## src/rtl/sqrt_pkg.sv

```systemverilog
// Shared types and defaults for the sequential fixed-point square root.
package sqrt_pkg;

   typedef enum logic [1:0] {
      IDLE = 2'd0,
      CALC = 2'd1,
      DONE = 2'd2
   } state_e;

   localparam int unsigned DEF_DATA_WIDTH      = 8;
   localparam int unsigned DEF_STEPS_PER_CYCLE = 1;

   // Root bits needed for a radicand of w bits scaled by 2^(2w).
   function automatic int unsigned root_bits(input int unsigned w);
      return (3 * w + 1) / 2;
   endfunction

endpackage

```

## src/rtl/sqrt_step.sv

```systemverilog
// One restoring radix-2 root digit: brings in two radicand bits and resolves one root bit.
module sqrt_step #(
   parameter int unsigned ROOT_BITS = 12
) (
   input  logic [ROOT_BITS+1:0] rem_in,
   input  logic [ROOT_BITS-1:0] root_in,
   input  logic [1:0]           two_bits,
   output logic [ROOT_BITS+1:0] rem_out,
   output logic [ROOT_BITS-1:0] root_out
);

   logic [ROOT_BITS+1:0] rem_sh;
   logic [ROOT_BITS+1:0] trial;
   logic                 fits;

   // The remainder never exceeds 2*root, so the shifted-out top bits are always zero.
   always_comb begin
      rem_sh   = (rem_in << 2) | {{ROOT_BITS{1'b0}}, two_bits};
      trial    = {root_in, 2'b01};
      fits     = (rem_sh >= trial);
      rem_out  = fits ? (rem_sh - trial) : rem_sh;
      root_out = (root_in << 1) | {{(ROOT_BITS-1){1'b0}}, fits};
   end

endmodule

```

## src/rtl/square_root_seq.sv

```systemverilog
// Multi-cycle fixed-point square root with valid/ready on both sides, one item in flight.
module square_root_seq
   import sqrt_pkg::*;
#(
   parameter int unsigned DATA_WIDTH      = DEF_DATA_WIDTH,
   parameter int unsigned STEPS_PER_CYCLE = DEF_STEPS_PER_CYCLE
) (
   input  logic                    clk,
   input  logic                    rst_n,
   input  logic                    in_valid,
   output logic                    in_ready,
   input  logic [DATA_WIDTH-1:0]   in,
   output logic                    out_valid,
   input  logic                    out_ready,
   output logic [2*DATA_WIDTH-1:0] out,
   output logic                    busy
);

   localparam int unsigned ROOT_BITS = root_bits(DATA_WIDTH);
   localparam int unsigned RAD_W     = 2 * ROOT_BITS;
   localparam int unsigned REM_W     = ROOT_BITS + 2;
   localparam int unsigned ITER      = ROOT_BITS / STEPS_PER_CYCLE;
   localparam int unsigned CNT_W     = (ITER > 1) ? $clog2(ITER) : 1;

   if ((ROOT_BITS % STEPS_PER_CYCLE) != 0) begin : g_bad_steps
      $error("STEPS_PER_CYCLE must divide ROOT_BITS");
   end

   state_e                  state_q, state_d;
   logic [CNT_W-1:0]        cnt_q, cnt_d;
   logic [RAD_W-1:0]        rad_q, rad_d;
   logic [REM_W-1:0]        rem_q, rem_d;
   logic [ROOT_BITS-1:0]    root_q, root_d;
   logic [2*DATA_WIDTH-1:0] out_q, out_d;
   logic                    out_valid_q, out_valid_d;

   logic [REM_W-1:0]     rem_c  [STEPS_PER_CYCLE+1];
   logic [ROOT_BITS-1:0] root_c [STEPS_PER_CYCLE+1];

   assign rem_c[0]  = rem_q;
   assign root_c[0] = root_q;

   for (genvar i = 0; i < STEPS_PER_CYCLE; i++) begin : g_step
      sqrt_step #(
         .ROOT_BITS (ROOT_BITS)
      ) u_step (
         .rem_in   (rem_c[i]),
         .root_in  (root_c[i]),
         .two_bits (rad_q[RAD_W-1-2*i -: 2]),
         .rem_out  (rem_c[i+1]),
         .root_out (root_c[i+1])
      );
   end

   assign in_ready  = (state_q == IDLE) & rst_n;
   assign busy      = (state_q == CALC);
   assign out       = out_q;
   assign out_valid = out_valid_q;

   always_comb begin
      state_d     = state_q;
      cnt_d       = cnt_q;
      rad_d       = rad_q;
      rem_d       = rem_q;
      root_d      = root_q;
      out_d       = out_q;
      out_valid_d = out_valid_q;
      unique case (state_q)
         IDLE: begin
            if (in_valid && in_ready) begin
               // Radicand scaled by 2^(2*DATA_WIDTH), zero-padded at the MSB end to an even width.
               rad_d                   = '0;
               rad_d[3*DATA_WIDTH-1:0] = {in, {(2*DATA_WIDTH){1'b0}}};
               rem_d                   = '0;
               root_d                  = '0;
               cnt_d                   = '0;
               state_d                 = CALC;
            end
         end
         CALC: begin
            rem_d  = rem_c[STEPS_PER_CYCLE];
            root_d = root_c[STEPS_PER_CYCLE];
            rad_d  = rad_q << (2 * STEPS_PER_CYCLE);
            cnt_d  = cnt_q + 1'b1;
            if (cnt_q == CNT_W'(ITER - 1)) begin
               out_d                = '0;
               out_d[ROOT_BITS-1:0] = root_c[STEPS_PER_CYCLE];
               out_valid_d          = 1'b1;
               cnt_d                = '0;
               state_d              = DONE;
            end
         end
         DONE: begin
            if (out_ready) begin
               out_valid_d = 1'b0;
               state_d     = IDLE;
            end
         end
         default: state_d = IDLE;
      endcase
   end

   always_ff @(posedge clk) begin
      if (!rst_n) begin
         state_q     <= IDLE;
         cnt_q       <= '0;
         rad_q       <= '0;
         rem_q       <= '0;
         root_q      <= '0;
         out_q       <= '0;
         out_valid_q <= 1'b0;
      end else begin
         state_q     <= state_d;
         cnt_q       <= cnt_d;
         rad_q       <= rad_d;
         rem_q       <= rem_d;
         root_q      <= root_d;
         out_q       <= out_d;
         out_valid_q <= out_valid_d;
      end
   end

endmodule

```

## config.mk

```make
export PLATFORM = sky130hd
export DESIGN_NAME = square_root_seq
export DESIGN_NICKNAME = d
export VERILOG_FILES = /design/src/rtl/sqrt_pkg.sv /design/src/rtl/sqrt_step.sv /design/src/rtl/square_root_seq.sv
export SDC_FILE = /design/constraint.sdc
export NUM_CORES = 1
export LEC_CHECK = 0
export CORE_MARGIN = 2
export CORE_UTILIZATION = 40
export CTS_BUF_LIST = sky130_fd_sc_hd__clkbuf_8 sky130_fd_sc_hd__clkbuf_16
export CTS_CLUSTER_SIZE = 25
export DETAILED_ROUTE_END_ITERATION = 7
export PLACE_DENSITY = 0.6
export SYNTH_ARGS = -nofsm -noshare
export SYNTH_HDL_FRONTEND = slang
export SYNTH_SLANG_ARGS = --single-unit
```

## constraint.sdc

```tcl
create_clock -name clk -period 2.4 [get_ports clk]
set_input_delay 0.24 -clock clk [delete_from_list [all_inputs] [get_ports clk]]
set_output_delay 0.24 -clock clk [all_outputs]
set_load 0.05 [all_outputs]
```

==> out/metrics.yaml, run 1 <==
drv_slew: 0
seq_area_frac_synth_pct: 35.9
yosysMostFrequentCell: "nand2_1"
cts_made_buffers: 5
synthCells: 366
drc_errors: 0
worstHoldStart: "out[8]"
rows: 30
fp.coreArea_sq_um: 6830
clockBufferDepth: 2
r2r-end: "rem_q[10]"
htreeDepth: 2
place_hpwl_um: 5250
final_nets: 427
r2r_slack_ps: 130
whs_endpoint: "out[8]"
cap_violations: 0
worstReg2RegStart: "root_q[0]"
antenna_found_initial: 0
gp_congestion: 0.844
synthDistinctLibCells: 53
ys.flop_type: "dfxtp_1"
synthTopCellsByArea: "dfxtp_1 36%, nand2_1 8.1%, ha_1 6.6%"
synth-edff-count: 0
ys_top_cells_by_count: "61 x nand2_1, 51 x dfxtp_1, 44 x nor2_1, 33 x a21oi_1, 16 x inv_1"
ys_warn_count: 0
crit_family: "compound AO/OA/AOI/OAI gates"
cp_max_fo: 4
grt_pass1_wl_um: 11800
end_kind: "flop"
dr.first_iter.drc_count: 179
period_share_pct: 94.6
fin_area_sq_um: 3450
overflow: 0
slowest_stage: "dfxtp_1"
min_period_ps: 2270
hp-class: "flop to flop"
io_buffers: 26
critical_path_class: "flop to flop"
dieArea_sq_um: 7800
cp.arrival_ps: 2480
clock.fmax_mhz: 441
syn_area_per_cell_sq_um: 7.77
slowest_delay_ps: 380
start_kind: "flop"
die_h_um: 88.3
clk_latency_ps: 310
ant_nets: 0
synth_top_area_share_pct: 35.9
hold_viol: 0
path_cells: "inv_1 > ha_1 > nand2b_2 > a211oi_4 > o211ai_2 > buf_4 > or2b_1 > a31o_1 > a2111oi_2"
holdBufCountCts: 0
r2r.worst_path.cells: 9
tns_ps: 0
wl_per_cell_um: 14.4
via_count: 2651
finClkSkew_ps: 3.22
hold_depth: 2
cp.required_ps: 2610
via_per_inst: 5.33
drive_gt1_share_pct: 12.7
clock_sinks: 51
grt_max_degree: 30
antenna_cells: 0
netlist_area_sq_um: 2840
grt_pass1_vias: 2382
final_core_util_pct: 50.4
post-place-ws_ps: 69.0
tightestPinTransition_ps: 834
path_buf_inv: 2
clkTransAtPathRegs_ps: 100
wl_um: 7140
ys_seq_elements: 51
cts_tree: "built"
track_usage_pct: 19.2
p_leak_nw: 1.26
layout_setup_ws_ps: 130
placed_area_sq_um: 3270
status: "completed"
ir_drop_uv: 415
synthToLayoutAreaGrowth_pct: 21.2
power_density_nw_per_um2: 952
slew_headroom_pct: 44.2
pin_count: 31
rsz0062_at_grt: "yes"
fp.dieW_um: 88.3
synth_largest_area_cell: "dfxtp_1"
dr.pass1.iters: 4
clk_root_buffer_cell: "clkbuf_8"
synthArstFlopShare_pct: 0
setup_violations: 0
start_util_pct: 41.6
## layer usage
metal  up-vias  wire, um  share of wire [%]  GRT usage [%]
li1       1348         -                  -              -
met1      1233      3610                 51           29.3
met2        64      3160                 44           28.4
met3         6       288                4.0           2.71
met4         0        76                1.1           4.55
met5         -         0                  0              0
## worst min-delay path, stage by stage, from the launching register on
cell and delay [ps]:
dfxtp_1 320, nand2_1 50, a21oi_1 50
## area by class of cell
type,count,area (sq um)
fillers,661,3390
multi-input cells,277,1700
flip-flops and latches,51,1020
repair buffers,47,413
well taps,96,120
clock buffers,6,82.6
inverters,18,67.6
clock inverters,2,38.8
## worst max-delay path by stage
stage / startpoint / endpoint / slack [ps] / cells after the start
6_report: root_q[0] / rem_q[10] / 130 / 9
5_1_grt: root_q[0] / rem_q[10] / -30 / 9
4_1_cts: root_q[5] / rem_q[8] / 50 / 8
3_5_place_dp: root_q[1] / rem_q[10] / 70 / 8
3_3_place_gp: root_q[5] / rem_q[8] / 80 / 8
2_1_floorplan: root_q[1] / rem_q[10] / 360 / 8
## power by group
part | switching, mW | internal, mW
clock network | 0.308 | 0.344
logic | 0.907 | 0.736
registers | 0.0696 | 0.916
## registers in the layout (all words and copies together), names as in the netlist
name	cells
out	12
state_q	2
root_q	12
rem_q	12
out_valid	1
rad_q	8
cnt_q	4
## stage by stage
| stage | hold slack, ps | instances | power (mW) |
|---|---|---|---|
| after detailed placement | 450 | 488 | 2.52 |
| after global placement | 444 | 488 | 2.51 |
| after global routing | 486 | 497 | 3.49 |
| final | 459 | 497 | 3.28 |
| after floorplan | 368 | 369 | 2.11 |
| after CTS | 463 | 496 | 3.18 |
## what timing repair did
action,CTS,global route
resized for setup,0,12
buffers inserted,0,1
hold endpoints to repair,0,0
endpoints found under the setup margin,0,10
## cell usage in the layout (no fill, tap or decap), types with 3 or more instances in the layout
master,n
o211ai_1,13
a22oi_1,13
nor2b_1,4
nand2b_1,5
clkdlybuf4s50_1,24
xnor2_1,5
a311oi_1,6
o221ai_1,3
buf_4,23
ha_1,12
or3_1,4
dfxtp_1,48
nand2_1,61
o21ai_1,4
nor3_1,7
nand3_1,8
o21ai_0,7
nor2_1,42
inv_1,16
dfxtp_2,3
clkbuf_8,6
a21oi_1,33
conb_1,4
## cell families (layout without fill, tap and decap cells)
family                     after synthesis  after routing  synth area share [%]
AOI/OAI and AO/OA                       99             99                  23.7
xor gates and xnor gates                 7              7                  2.16
adders and majority gates               15             15                  6.60
buffers and inverters                   41             73                  6.29
DFF                                     51             51                  35.9
muxes                                    3              3                  1.14
other                                    1              4                 0.132
and+or+nand+nor                        149            149                  24.1
(Power assumes the default switching activity.)
==> inputs of run 2 (changes only) <==
Settings changed: PLACE_DENSITY 0.6 to 0.59, SYNTH_HIERARCHICAL set to 1.
==> run 2 against run 1 <==
The flow now finishes with violations (setup timing). Register-to-register slack lost 150 ps. Cell count shrank 2.2%. Flip-flop and latch count is the same. Area after synthesis grew 6.6%. Count of clock-buffer cells in the layout shrank 1. Clock power shrank 22%. Die area grew 6.3%.
==> out/metrics.yaml, run 2 <==
cp_max_fo: 6  # was 4
status: "finished with violations"  # was completed
period_share_pct: 101  # was 94.6%
crit_family: "compound AO/OA/AOI/OAI gates"  # unchanged
comb_power_share_pct: 67.5  # was 50.1%
sequentialPowerShare_pct: 21.8  # was 30.1%
clk_latency_ps: 310  # about the same
ir_drop_uv: 717  # was 415 uV
rows: 31  # was 30
finClkSkew_ps: 7.57  # was 3.22 ps
clkTransAtPathRegs_ps: 100  # about the same
clock_sinks: 51  # unchanged
setup_violations: 4  # was 0
gp_congestion: 0.842  # was 0.844
ys_warn_count: 6  # was 0
dr.first_iter.drc_count: 154  # was 179
clock.fmax_mhz: 414  # was 441 MHz
rsz0062_at_grt: "yes"  # unchanged
power.internal_mw: 3.06  # was 2.00 mW
final_nets: 413  # was 427
final_cells: 486  # was 497
antenna_cells: 0  # unchanged
p_sw_share_pct: 35.7  # was 39.2%
cp.required_ps: 2580  # was 2610 ps
dr.pass1.iters: 4  # unchanged
clockBufferDepth: 2  # unchanged
cts_tree: "built"  # unchanged
holdBufCountCts: 0  # unchanged
power_density_nw_per_um2: 1300  # was 952 nW/um^2
antenna_found_initial: 0  # unchanged
final_cell_mix: "45 x a21oi_1, 44 x dfxtp_1, 42 x o21ai_0"  # was 61 x nand2_1, 48 x dfxtp_1, 42 x nor2_1
io_buffers: 26  # unchanged
ant_nets: 0  # unchanged
power_switching_mw: 1.70  # was 1.29 mW
min_period_ps: 2420  # was 2270 ps
hold_viol: 0  # unchanged
grt_pass1_vias: 2398  # was 2,382
pin_count: 31  # unchanged
wl_per_cell_um: 14.2  # was 14.4 um
post-place-ws_ps: -1.32  # was 69.0 ps
netlist_area_sq_um: 3030  # was 2840 sq um
cap_violations: 0  # unchanged
slowest_stage: "dfxtp_2"  # was dfxtp_1
slowest_delay_ps: 360  # was 380 ps
via_per_inst: 5.25  # was 5.33
fp.coreArea_sq_um: 7290  # was 6830 sq um
start_util_pct: 41.6  # about the same
cp.depth: 11  # was 9
hp-class: "flop to flop"  # unchanged
syn_area_per_cell_sq_um: 8.28  # was 7.77 sq um
path_buf_inv: 2  # unchanged
drive_gt1_share_pct: 22.7  # was 12.7%
drc_errors: 0  # unchanged
grt_pass1_wl_um: 11100  # was 11,800 um
drv_slew: 0  # unchanged
violations: "setup timing"
grt_max_degree: 50  # was 30
slew_headroom_pct: 62.4  # was 44.2%
cts_made_buffers: 5  # unchanged
synthToLayoutAreaGrowth_pct: 20.5  # was 21.2%
track_usage_pct: 16.0  # was 19.2%
wl_um: 6910  # was 7140 um
dp_cells: 469  # was 488
cp.arrival_ps: 2600  # was 2480 ps
dieArea_sq_um: 8290  # was 7800 sq um
start_kind: "flop"  # unchanged
layout_setup_ws_ps: -16.2  # was 130 ps
path_cells: "ha_4 > nor2b_1 > o21ai_2 > o21a_1 > o211ai_1 > buf_4 > a221oi_4 > clkbuf_16 > mux2_4 > nand2_1 > a21oi_1"  # was inv_1 > ha_1 > nand2b_2 > a211oi_4 > o211ai_2 > buf_4 > or2b_1 > a31o_1 > a2111oi_2
end_kind: "flop"  # unchanged
tightestPinTransition_ps: 565  # was 834 ps
htreeDepth: 2  # unchanged
fp.dieW_um: 91.1  # was 88.3 um
r2r.worst_path.cells: 11  # was 9
hold_depth: 2  # unchanged
clk_root_buffer_cell: "clkbuf_8"  # unchanged
via_count: 2553  # was 2,651
critical_path_class: "flop to flop"  # unchanged
final_common_cell: "a21oi_1"  # was nand2_1
overflow: 0  # unchanged
place_hpwl_um: 4620  # was 5250 um
synthCells: 366  # unchanged
die_h_um: 91.1  # was 88.3 um
p_leak_nw: 1.34  # was 1.26 nW
clockPowerShare_pct: 10.6  # was 19.9%
-- run 2: cell types whose count changed in the layout (fill, tap and decap cells not counted), sizes merged, moves of 6 or more --
cell,before,now
buf,23,32
a21oi,34,47
mux2,2,16
o211ai,14,2
nand3,8,14
o21bai,0,6
nor2,44,8
a22oi,13,1
o311a,0,6
o21ai,11,45
nand2,61,34
a311oi,6,0
-- run 2: stage by stage --
step	setup TNS [ps]	cell area (sq um)	utilization (%)	power, mW	hold WS [ps]
floorplan	0	3040	-	3.21	454
CTS	0	3440	47.2	4.24	479
global route	-790	3650	50.1	5.06	489
global placement	0	3340	45.9	3.68	462
detailed placement	-1.32	3340	45.9	3.71	468
finish	-42.1	3650	50.1	4.75	473
-- run 2: repair_timing --
| action | in CTS | in global routing |
|---|---|---|
| resized for setup | 3 | 23 |
| gates cloned | 0 | 1 |
| pin swaps | 0 | 5 |
| setup buffers | 0 | 8 |
| setup endpoints to repair | 3 | 10 |
-- run 2: power groups by stage --
stage	clock (mW)	sequential, mW	combinational [mW]
floorplan	0	1.00	2.20
global placement	0	1.03	2.65
detailed placement	0	1.03	2.68
CTS	0.525	1.01	2.70
global route	0.557	1.05	3.45
finish	0.506	1.04	3.21
-- run 2: metal layers --
layer | wire [um] | vias up | share of wire (%) | track usage [%]
met4 | 55 | 0 | 0.80 | 3.79
met1 | 3050 | 1204 | 44 | 20.3
li1 | - | 1306 | - | -
met5 | 0 | - | 0 | 0
met3 | 183 | 6 | 2.6 | 3.07
met2 | 3620 | 37 | 52 | 28.0
-- run 2: final timing paths --
path | start | end | slack, ps
hold / removal | root_q[3] | root_q[4] | 470
hold reg to reg | root_q[3] | root_q[4] | 470
setup reg to reg | rem_q[0] | rem_q[8] | -20
setup / recovery | rem_q[0] | rem_q[8] | -20
-- run 2: cell type report --
class,count,area [sq um]
Sequential cell,51,1030
Timing Repair Buffer,57,543
Fill cell,709,3640
Clock inverter,3,20.0
Tap cell,99,124
Multi-Input combinational cell,252,1790
Inverter,19,71.3
Clock buffer,5,68.8
-- run 2: worst min-delay path, stage by stage, from the launching register on --
cell	delay, ps
dfxtp_2	340
nand2_1	50
a21oi_1	50
==> inputs of run 3 (changes only) <==
Settings changed: PLACE_DENSITY 0.59 to 0.6, SYNTH_HIERARCHICAL 1 to unset.
==> results of run 3 <==
Final layout, timing and power as in run 1 (identical DEF).
